### src/rtl/exec_pipe_pkg.sv
// rtl/exec_pipe_pkg.sv - opcodes, default widths and stage-entry type for exec_pipe
package exec_pipe_pkg;

    localparam int DEF_DATA_W = 32;
    localparam int DEF_REG_AW = 5;

    localparam logic [3:0] OP_ADD  = 4'd0;
    localparam logic [3:0] OP_SUB  = 4'd1;
    localparam logic [3:0] OP_AND  = 4'd2;
    localparam logic [3:0] OP_OR   = 4'd3;
    localparam logic [3:0] OP_XOR  = 4'd4;
    localparam logic [3:0] OP_SLL  = 4'd5;
    localparam logic [3:0] OP_SRL  = 4'd6;
    localparam logic [3:0] OP_SRA  = 4'd7;
    localparam logic [3:0] OP_SLT  = 4'd8;
    localparam logic [3:0] OP_SLTU = 4'd9;

    typedef struct packed {
        logic [DEF_DATA_W-1:0] result;
        logic [DEF_REG_AW-1:0] dest;
        logic                  wen;
    } stage_entry_t;

endpackage

### src/rtl/exec_alu.sv
// rtl/exec_alu.sv - combinational ALU evaluated in front of pipeline stage 0
module exec_alu
    import exec_pipe_pkg::*;
#(
    parameter int DATA_W = DEF_DATA_W
) (
    input  logic [3:0]        op_i,
    input  logic [DATA_W-1:0] a_i,
    input  logic [DATA_W-1:0] b_i,
    output logic [DATA_W-1:0] result_o
);

    localparam int SH_W = $clog2(DATA_W);

    logic [SH_W-1:0] shamt;
    assign shamt = b_i[SH_W-1:0];

    always_comb begin
        result_o = '0;
        case (op_i)
            OP_ADD:  result_o = a_i + b_i;
            OP_SUB:  result_o = a_i - b_i;
            OP_AND:  result_o = a_i & b_i;
            OP_OR:   result_o = a_i | b_i;
            OP_XOR:  result_o = a_i ^ b_i;
            OP_SLL:  result_o = a_i << shamt;
            OP_SRL:  result_o = a_i >> shamt;
            OP_SRA:  result_o = $signed(a_i) >>> shamt;
            OP_SLT:  result_o = {{(DATA_W-1){1'b0}}, ($signed(a_i) < $signed(b_i))};
            OP_SLTU: result_o = {{(DATA_W-1){1'b0}}, (a_i < b_i)};
            default: result_o = '0;
        endcase
    end

endmodule

### src/rtl/exec_pipe.sv
// rtl/exec_pipe.sv - elastic execute pipeline with flush, occupancy and optional forwarding (EXEC_PIPE_FWD_EN)
module exec_pipe
    import exec_pipe_pkg::*;
#(
    parameter int DATA_W = DEF_DATA_W,
    parameter int DEPTH  = 3,
    parameter int REG_AW = DEF_REG_AW
) (
    input  logic                       clk,
    input  logic                       reset,
    input  logic                       in_valid,
    output logic                       in_ready,
    input  logic [3:0]                 in_op,
    input  logic [DATA_W-1:0]          in_a,
    input  logic [DATA_W-1:0]          in_b,
    input  logic [REG_AW-1:0]          in_dest,
    input  logic                       in_wen,
    output logic                       out_valid,
    input  logic                       out_ready,
    output logic [DATA_W-1:0]          out_result,
    output logic [REG_AW-1:0]          out_dest,
    output logic                       out_wen,
    input  logic                       flush,
    input  logic [REG_AW-1:0]          query_reg,
    output logic                       query_hit,
    output logic [DATA_W-1:0]          query_data,
    output logic [$clog2(DEPTH+1)-1:0] occupancy
);

    localparam int OCC_W = $clog2(DEPTH+1);

    logic [DEPTH-1:0]  valid_q, valid_d, adv;
    logic [DATA_W-1:0] res_q  [DEPTH];
    logic [DATA_W-1:0] res_d  [DEPTH];
    logic [REG_AW-1:0] dest_q [DEPTH];
    logic [REG_AW-1:0] dest_d [DEPTH];
    logic [DEPTH-1:0]  wen_q, wen_d;
    logic [DATA_W-1:0] alu_res;
    logic              accept;

    exec_alu #(.DATA_W(DATA_W)) u_alu (
        .op_i     (in_op),
        .a_i      (in_a),
        .b_i      (in_b),
        .result_o (alu_res)
    );

    // Advance decisions ripple from the retire end back toward stage 0.
    always_comb begin
        logic ok;
        adv = '0;
        ok  = out_ready;
        for (int i = DEPTH-1; i >= 0; i--) begin
            adv[i] = valid_q[i] & ok;
            ok     = ~valid_q[i] | adv[i];
        end
    end

    assign in_ready = ~flush & (~valid_q[0] | adv[0]);
    assign accept   = in_valid & in_ready;

    always_comb begin
        logic carry;
        carry     = accept;
        valid_d   = '0;
        res_d[0]  = accept ? alu_res : res_q[0];
        dest_d[0] = accept ? in_dest : dest_q[0];
        wen_d     = wen_q;
        wen_d[0]  = accept ? in_wen  : wen_q[0];
        for (int i = 0; i < DEPTH; i++) begin
            valid_d[i] = carry | (valid_q[i] & ~adv[i]);
            carry      = adv[i];
        end
        for (int i = 1; i < DEPTH; i++) begin
            res_d[i]  = adv[i-1] ? res_q[i-1]  : res_q[i];
            dest_d[i] = adv[i-1] ? dest_q[i-1] : dest_q[i];
            wen_d[i]  = adv[i-1] ? wen_q[i-1]  : wen_q[i];
        end
    end

    always_ff @(posedge clk) begin
        if (reset) begin
            valid_q <= '0;
            wen_q   <= '0;
            for (int i = 0; i < DEPTH; i++) begin
                res_q[i]  <= '0;
                dest_q[i] <= '0;
            end
        end else begin
            valid_q <= flush ? '0 : valid_d;
            wen_q   <= wen_d;
            for (int i = 0; i < DEPTH; i++) begin
                res_q[i]  <= res_d[i];
                dest_q[i] <= dest_d[i];
            end
        end
    end

    assign out_valid  = valid_q[DEPTH-1];
    assign out_result = res_q[DEPTH-1];
    assign out_dest   = dest_q[DEPTH-1];
    assign out_wen    = wen_q[DEPTH-1];

    always_comb begin
        occupancy = '0;
        for (int i = 0; i < DEPTH; i++) begin
            occupancy = occupancy + OCC_W'(valid_q[i]);
        end
    end

`ifdef EXEC_PIPE_FWD_EN
    // Scan oldest to youngest so the lowest-index match wins.
    always_comb begin
        query_hit  = 1'b0;
        query_data = '0;
        for (int i = DEPTH-1; i >= 0; i--) begin
            if (valid_q[i] && wen_q[i] && (dest_q[i] == query_reg) && (query_reg != '0)) begin
                query_hit  = 1'b1;
                query_data = res_q[i];
            end
        end
    end
`else
    logic unused_query;
    assign unused_query = ^query_reg;
    assign query_hit    = 1'b0;
    assign query_data   = '0;
`endif

endmodule

### config.mk
export PLATFORM = sky130hd
export DESIGN_NAME = exec_pipe
export DESIGN_NICKNAME = d
export VERILOG_FILES = /design/src/rtl/exec_pipe_pkg.sv /design/src/rtl/exec_alu.sv /design/src/rtl/exec_pipe.sv
export SDC_FILE = /design/constraint.sdc
export NUM_CORES = 1
export LEC_CHECK = 0
export CORE_ASPECT_RATIO = 2
export CORE_UTILIZATION = 50
export DETAILED_ROUTE_END_ITERATION = 8
export HOLD_SLACK_MARGIN = 0.03
export PLACE_DENSITY_LB_ADDON = 0.1
export SKIP_LAST_GASP = 1
export SLEW_MARGIN = 40
export SYNTH_ARGS = -nofsm -noshare
export SYNTH_HDL_FRONTEND = slang
export SYNTH_SLANG_ARGS = --single-unit
### constraint.sdc
create_clock -name clk -period 5.41 [get_ports clk]
set_input_delay 0.541 -clock clk [delete_from_list [all_inputs] [get_ports clk]]
set_output_delay 0.541 -clock clk [all_outputs]
set_load 0.01 [all_outputs]
==> Yosys cells after proc, flatten, opt, wreduce, memory -nomap -nowiden <==
Memory sizes are Yosys's and may differ from the RTL's.
Cells that the tools add are included.
Widths: inputs -> output; s select.
{ "totals": {"reg_bits": 6, "ram_bits": 111, "input_bits": 84, "output_inout_bits": 75, "n_memories": 2} }
{ "mem_list": {"columns": ["name", "words", "word_bits", "rd", "rd_clocked_by_memory_dff", "wr", "line", "text"], "rows": [
  ["res_q", 3, 32, 3, 0, 3, "exec_pipe.sv:33", "logic [DATA_W-1:0] res_q [DEPTH];"],
  ["dest_q", 3, 5, 3, 0, 3, "exec_pipe.sv:35", "logic [REG_AW-1:0] dest_q [DEPTH];"]
]} }
{ "classes": {"addsub": 4, "order_cmp": 2, "eq_ne": 9, "shifts": 3, "muxes": 16, "n_bitwise": 30, "n_reduce_logical": 2} }
{ "ops": {"columns": ["op", "n"], "rows": [
  ["$pmux 32 s10", 1],
  ["$mux 32", 6],
  ["$lt 32x32->1", 2],
  ["$add 32x32->32", 1],
  ["$and 32x32->32", 1],
  ["$or 32x32->32", 1],
  ["$shl 32x5->32", 1],
  ["$shr 32x5->32", 1],
  ["$sshr 32x5->32", 1],
  ["$sub 32x32->32", 1],
  ["$xor 32x32->32", 1],
  ["$mux 5", 6],
  ["$eq 4x3->1 const B", 4],
  ["$or 1x1->1", 12],
  ["$and 1x1->1", 8],
  ["$eq 4x2->1 const B", 2],
  ["$eq 4x4->1 const B", 2],
  ["$not 1->1", 7],
  ["$eq 4x1->1 const B", 1],
  ["$logic_not 4->1", 1],
  ["$mux 1", 3],
  ["$add 1x1->2", 1],
  ["$add 2x1->2", 1],
  ["$reduce_or 2->1", 1]
]} }

==> Depth between registers and ports, before layout <==
{ "depth": {"depth_word": 10, "mapped_depth": 14, "ltp_nobuf": 12} }

==> Cells and area by module <==
A second synthesis with hierarchy kept.
{ "unflattened": {"hier_cells": 1779, "hier_area_um2": 13524.2} }
{ "modules_own_cells": {"columns": ["mod", "n_inst", "cells_per_inst", "area_each_um2", "seq_area_each_um2"], "rows": [
  ["exec_alu", 1, 1231, 8280.4, 0.0],
  ["exec_pipe", 1, 548, 5243.8, 2342.2]
]} }

==> Worst setup path after synthesis <==
No wires, ideal clock.
{ "synth_timing": {"path_kind": "input to register", "from": "input port in_b[2]", "to": "memory res_q[0][26] (netlist name)", "setup_time_ns": 0.131, "t_arrival_ns": 3.627, "required_time_ns": 5.279, "slack_ns": 1.652, "cell_stages": 14, "path_cell_list": "buf_2 clkinv_1 buf_2 buf_1 ha_1 o21ba_2 nor4_1 a211oi_2 a211oi_1 a21boi_2 o41ai_2 a41oi_1 mux2i_1 a31oi_1"} }
{ "synth_lines": {"columns": ["element", "line", "text"], "rows": [
  ["from (decl)", "exec_pipe.sv:15", "input logic [DATA_W-1:0] in_b,"],
  ["to (decl)", "exec_pipe.sv:33", null]
]} }

==> impl_metrics.py <==
metrics = {
    "place": {
        "pre_cts_ws_ns": 0.885,
        "gp_congestion": 1.06,
        "dp_hpwl_um": 44200,
        "port-buffer-count": 120,
    },
    "yosys": {
        "synthTopCellsByArea": "dfxtp_1, ha_1, nand2_1, a21oi_1, mux4_2",
        "synth_cell_type_count": 91,
        "avgSynthCellArea_um2": 7.24,
        "ys_ff_latch": 117,
        "synth_edf_count": 0,
        "ys_seq_area_share_pct": 17.3,
        "ys.flop_type": "dfxtp_1",
        "synth_top_area_share_pct": 17.3,
        "yosysTopAreaCell": "dfxtp_1",
        "syn_area_um2": 13600,
        "yosysWarnings": 0,
        "postSynthCellCount": 1876,
        "async_reset_ff_share_pct": 0,
    },
    "clock_tree": {
        "postCtsSetupBuffers": 0,
        "cts_max_level": 4,
        "clock_sinks": 117,
        "tritoncts": "yes",
        "cts.path.max_buffers": 2,
        "cts_inserted_buffers": 17,
        "clk_latency_ns": 0.41,
        "cts_root_buf": "clkbuf_16",
        "path_clk_slew_ns": 0.05,
        "cts_resized": 0,
        "postCtsHoldBufs": 0,
    },
    "layout": {
        "synthToLayoutAreaGrowth_pct": 12.4,
        "fin_nets": 2078,
        "drive_gt1_share_pct": 9.51,
    },
    "timing": {
        "fin_crit_sh_pct": 78.0,
        "fmax_ghz": 0.237,
        "finalSetupViolCount": 0,
        "relSlewSlack_pct": 33.5,
        "maxSlewViolCount": 0,
        "grt_setup_unrepaired": "no",
        "setup_ws_ns": 1.19,
        "worst_pin_slew_ns": 0.997,
        "hold_violations": 0,
        "fin_tns_setup_ns": 0,
        "fin_crit_ns": 4.22,
        "fin_worst_skew_ns": 0.00710,
    },
    "floorplanning": {
        "core_um2": 26800,
        "die_h_um": 235,
        "initial_core_util_pct": 50.6,
        "ioPinCount": 159,
        "die_area_um2": 27900,
        "die_x_um": 119,
        "rows": 85,
    },
    "worst_setup_path": {
        "r2r_cells": 9,
        "worstPathArrival_ns": 4.52,
        "start_kind": "input pin",
        "slowest_stage": "clkdlybuf4s50_1",
        "critPathBufInv": 3,
        "cp-end-kind": "flop",
        "cp.depth": 11,
        "rrSetupSlack_ns": 2.23,
        "crit_type": "input pin to flop",
        "cp_cell_sequence": "clkdlybuf4s50_1, inv_1, ha_1, buf_4, or4_1, a211oi_1, a21boi_2, o41ai_2, a41o_1, a2111o_1, a21oi_1",
        "cp_data_required_time_ns": 5.71,
        "slowest_delay_ns": 0.98,
        "crit_family": "compound AO/OA/AOI/OAI gates",
        "rr_endpoint": "res_q[0][28]$_SDFFE_PP0P_",
        "cp_max_fo": 14,
        "r2r-start": "valid_q[1]$_SDFF_PP0_",
    },
    "worst_hold_path": {
        "hold_class": "flop to flop",
        "hold_end": "res_q[0][36]$_SDFFE_PP0P_",
        "hp-start": "res_q[0][4]$_SDFFE_PP0P_",
        "worstHoldPathCells": 2,
    },
    "status": {
        "status": "completed",
    },
    "drt": {
        "drt-initial-drc-count": 1216,
        "viasPerCell": 6.60,
        "drt-total-wl_um": 57400,
        "drtPass1Iterations": 5,
        "drc": 0,
        "wire_per_inst_um": 25.5,
        "ant_nets": 0,
        "dr_total_vias": 14900,
    },
    "pwr": {
        "power.leakage_uw": 0.00600,
        "power_density_nw_per_um2": 208,
        "vdd.ir_drop.worst_v": 0.000245,
    },
    "global_route": {
        "antenna_found_initial": 1,
        "grt_overflow_total": 0,
        "grt_pass1_vias": 14100,
        "grtUsageTotal_pct": 40.8,
        "grt_start_max_net_pins": 69,
        "grt_pass1_wl_um": 85400,
    },
    "run": {
        "drv_cap": 0,
    },
}
==> sequential cells by signal, indices dropped and copies added, names as in the netlist <==
name / count
dest_q: 15
res_q: 96
valid_q: 3
wen_q: 3
==> placed cells by master (no fill, tap or decap), types with 33 or more instances in the layout <==
| master | instances |
|---|---|
| dfxtp_1 | 117 |
| mux4_2 | 40 |
| clkdlybuf4s50_1 | 115 |
| o21ai_0 | 102 |
| ha_1 | 100 |
| inv_1 | 98 |
| a21oi_1 | 209 |
| buf_4 | 53 |
| nor2_1 | 151 |
| conb_1 | 33 |
| nand2_1 | 316 |
| mux2i_1 | 65 |
==> final cells by class <==
| class | instances | area, um2 |
|---|---|---|
| Fill cell | 2643 | 11500 |
| Multi-Input combinational cell | 1482 | 9900 |
| Sequential cell | 117 | 2340 |
| Timing Repair Buffer | 172 | 1580 |
| Clock buffer | 23 | 488 |
| Tap cell | 348 | 435 |
| Inverter | 101 | 379 |
| Clock inverter | 8 | 123 |
| Antenna cell | 1 | 2.50 |
==> cell families after synthesis <==
family,count (synthesis),synth area share [%]
AO/OA/AOI/OAI,595,28.5
XOR/XNOR,10,0.645
adder cells (fa/ha/maj),103,9.66
buffers and inverters,309,11.0
flip-flops,117,17.3
multiplexers,124,13.0
other,1,0.0276
AND/OR/NAND/NOR,617,19.9
==> metal layers <==
layer	up-vias	GRT usage (%)	wire length, um
li1	6690	-	-
met1	7026	42.3	19400
met2	845	70.1	27700
met3	298	5.05	3780
met4	0	39.5	6530
met5	-	0	0
==> cells in the mapped netlist, drive strengths merged (10+ instances only) <==
cell type / n
o211ai: 32
o31ai: 12
a211oi: 25
o221ai: 14
nand3: 24
buf: 115
inv: 99
clkbuf: 93
a22oi: 20
o21bai: 14
nand2: 316
nand4: 11
dfxtp: 117
a31oi: 17
a221o: 10
a221oi: 22
nor2: 152
ha: 100
nor4: 16
o21ai: 105
nor3: 26
a21o: 20
a21oi: 210
o2111ai: 13
mux2i: 65
mux4: 40
nor2b: 17
and2: 11
mux2: 19
o22ai: 13
==> worst reg2reg max path: stages (launching register included) <==
cell,delay (ns)
dfxtp_1,0.36
and4b_1,0.28
nor3b_4,0.51
nand2_1,0.56
nor2_1,0.23
buf_4,0.24
a21oi_1,0.09
nor2_1,0.10
or4b_2,0.59
a21oi_1,0.15
==> power by group <==
part / switching (uW) / internal [uW]
Sequential: 8.81 / 876
Combinational: 743 / 408
Clock: 374 / 767
==> worst max-delay path by stage <==
stage / start / slack (ns) / end
final: in_a[13] / 1.19 / res_q[0][0]$_SDFFE_PP0P_
after global routing: in_a[0] / 1.01 / res_q[0][28]$_SDFFE_PP0P_
after CTS: in_a[0] / 1.31 / res_q[0][28]$_SDFFE_PP0P_
after detailed placement: in_a[0] / 0.88 / res_q[0][28]$_SDFFE_PP0P_
after global placement: in_a[0] / 0.95 / res_q[0][28]$_SDFFE_PP0P_
after floorplan: in_b[2] / 1.65 / res_q[0][26]$_SDFFE_PP0P_
==> through the flow <==
stage	std cells	util [%]	power, uW	instance area [um2]	hold slack [ns]
final	2252	56.9	3180	15300	0.445
after global placement	2220	54.6	2000	14600	0.436
after global routing	2251	56.9	3290	15300	0.466
after floorplan	1908	-	1630	13700	0.425
after detailed placement	2220	54.6	2010	14600	0.442
after CTS	2251	56.9	3140	15200	0.447
Note: power is estimated with default switching activity, not from simulation.
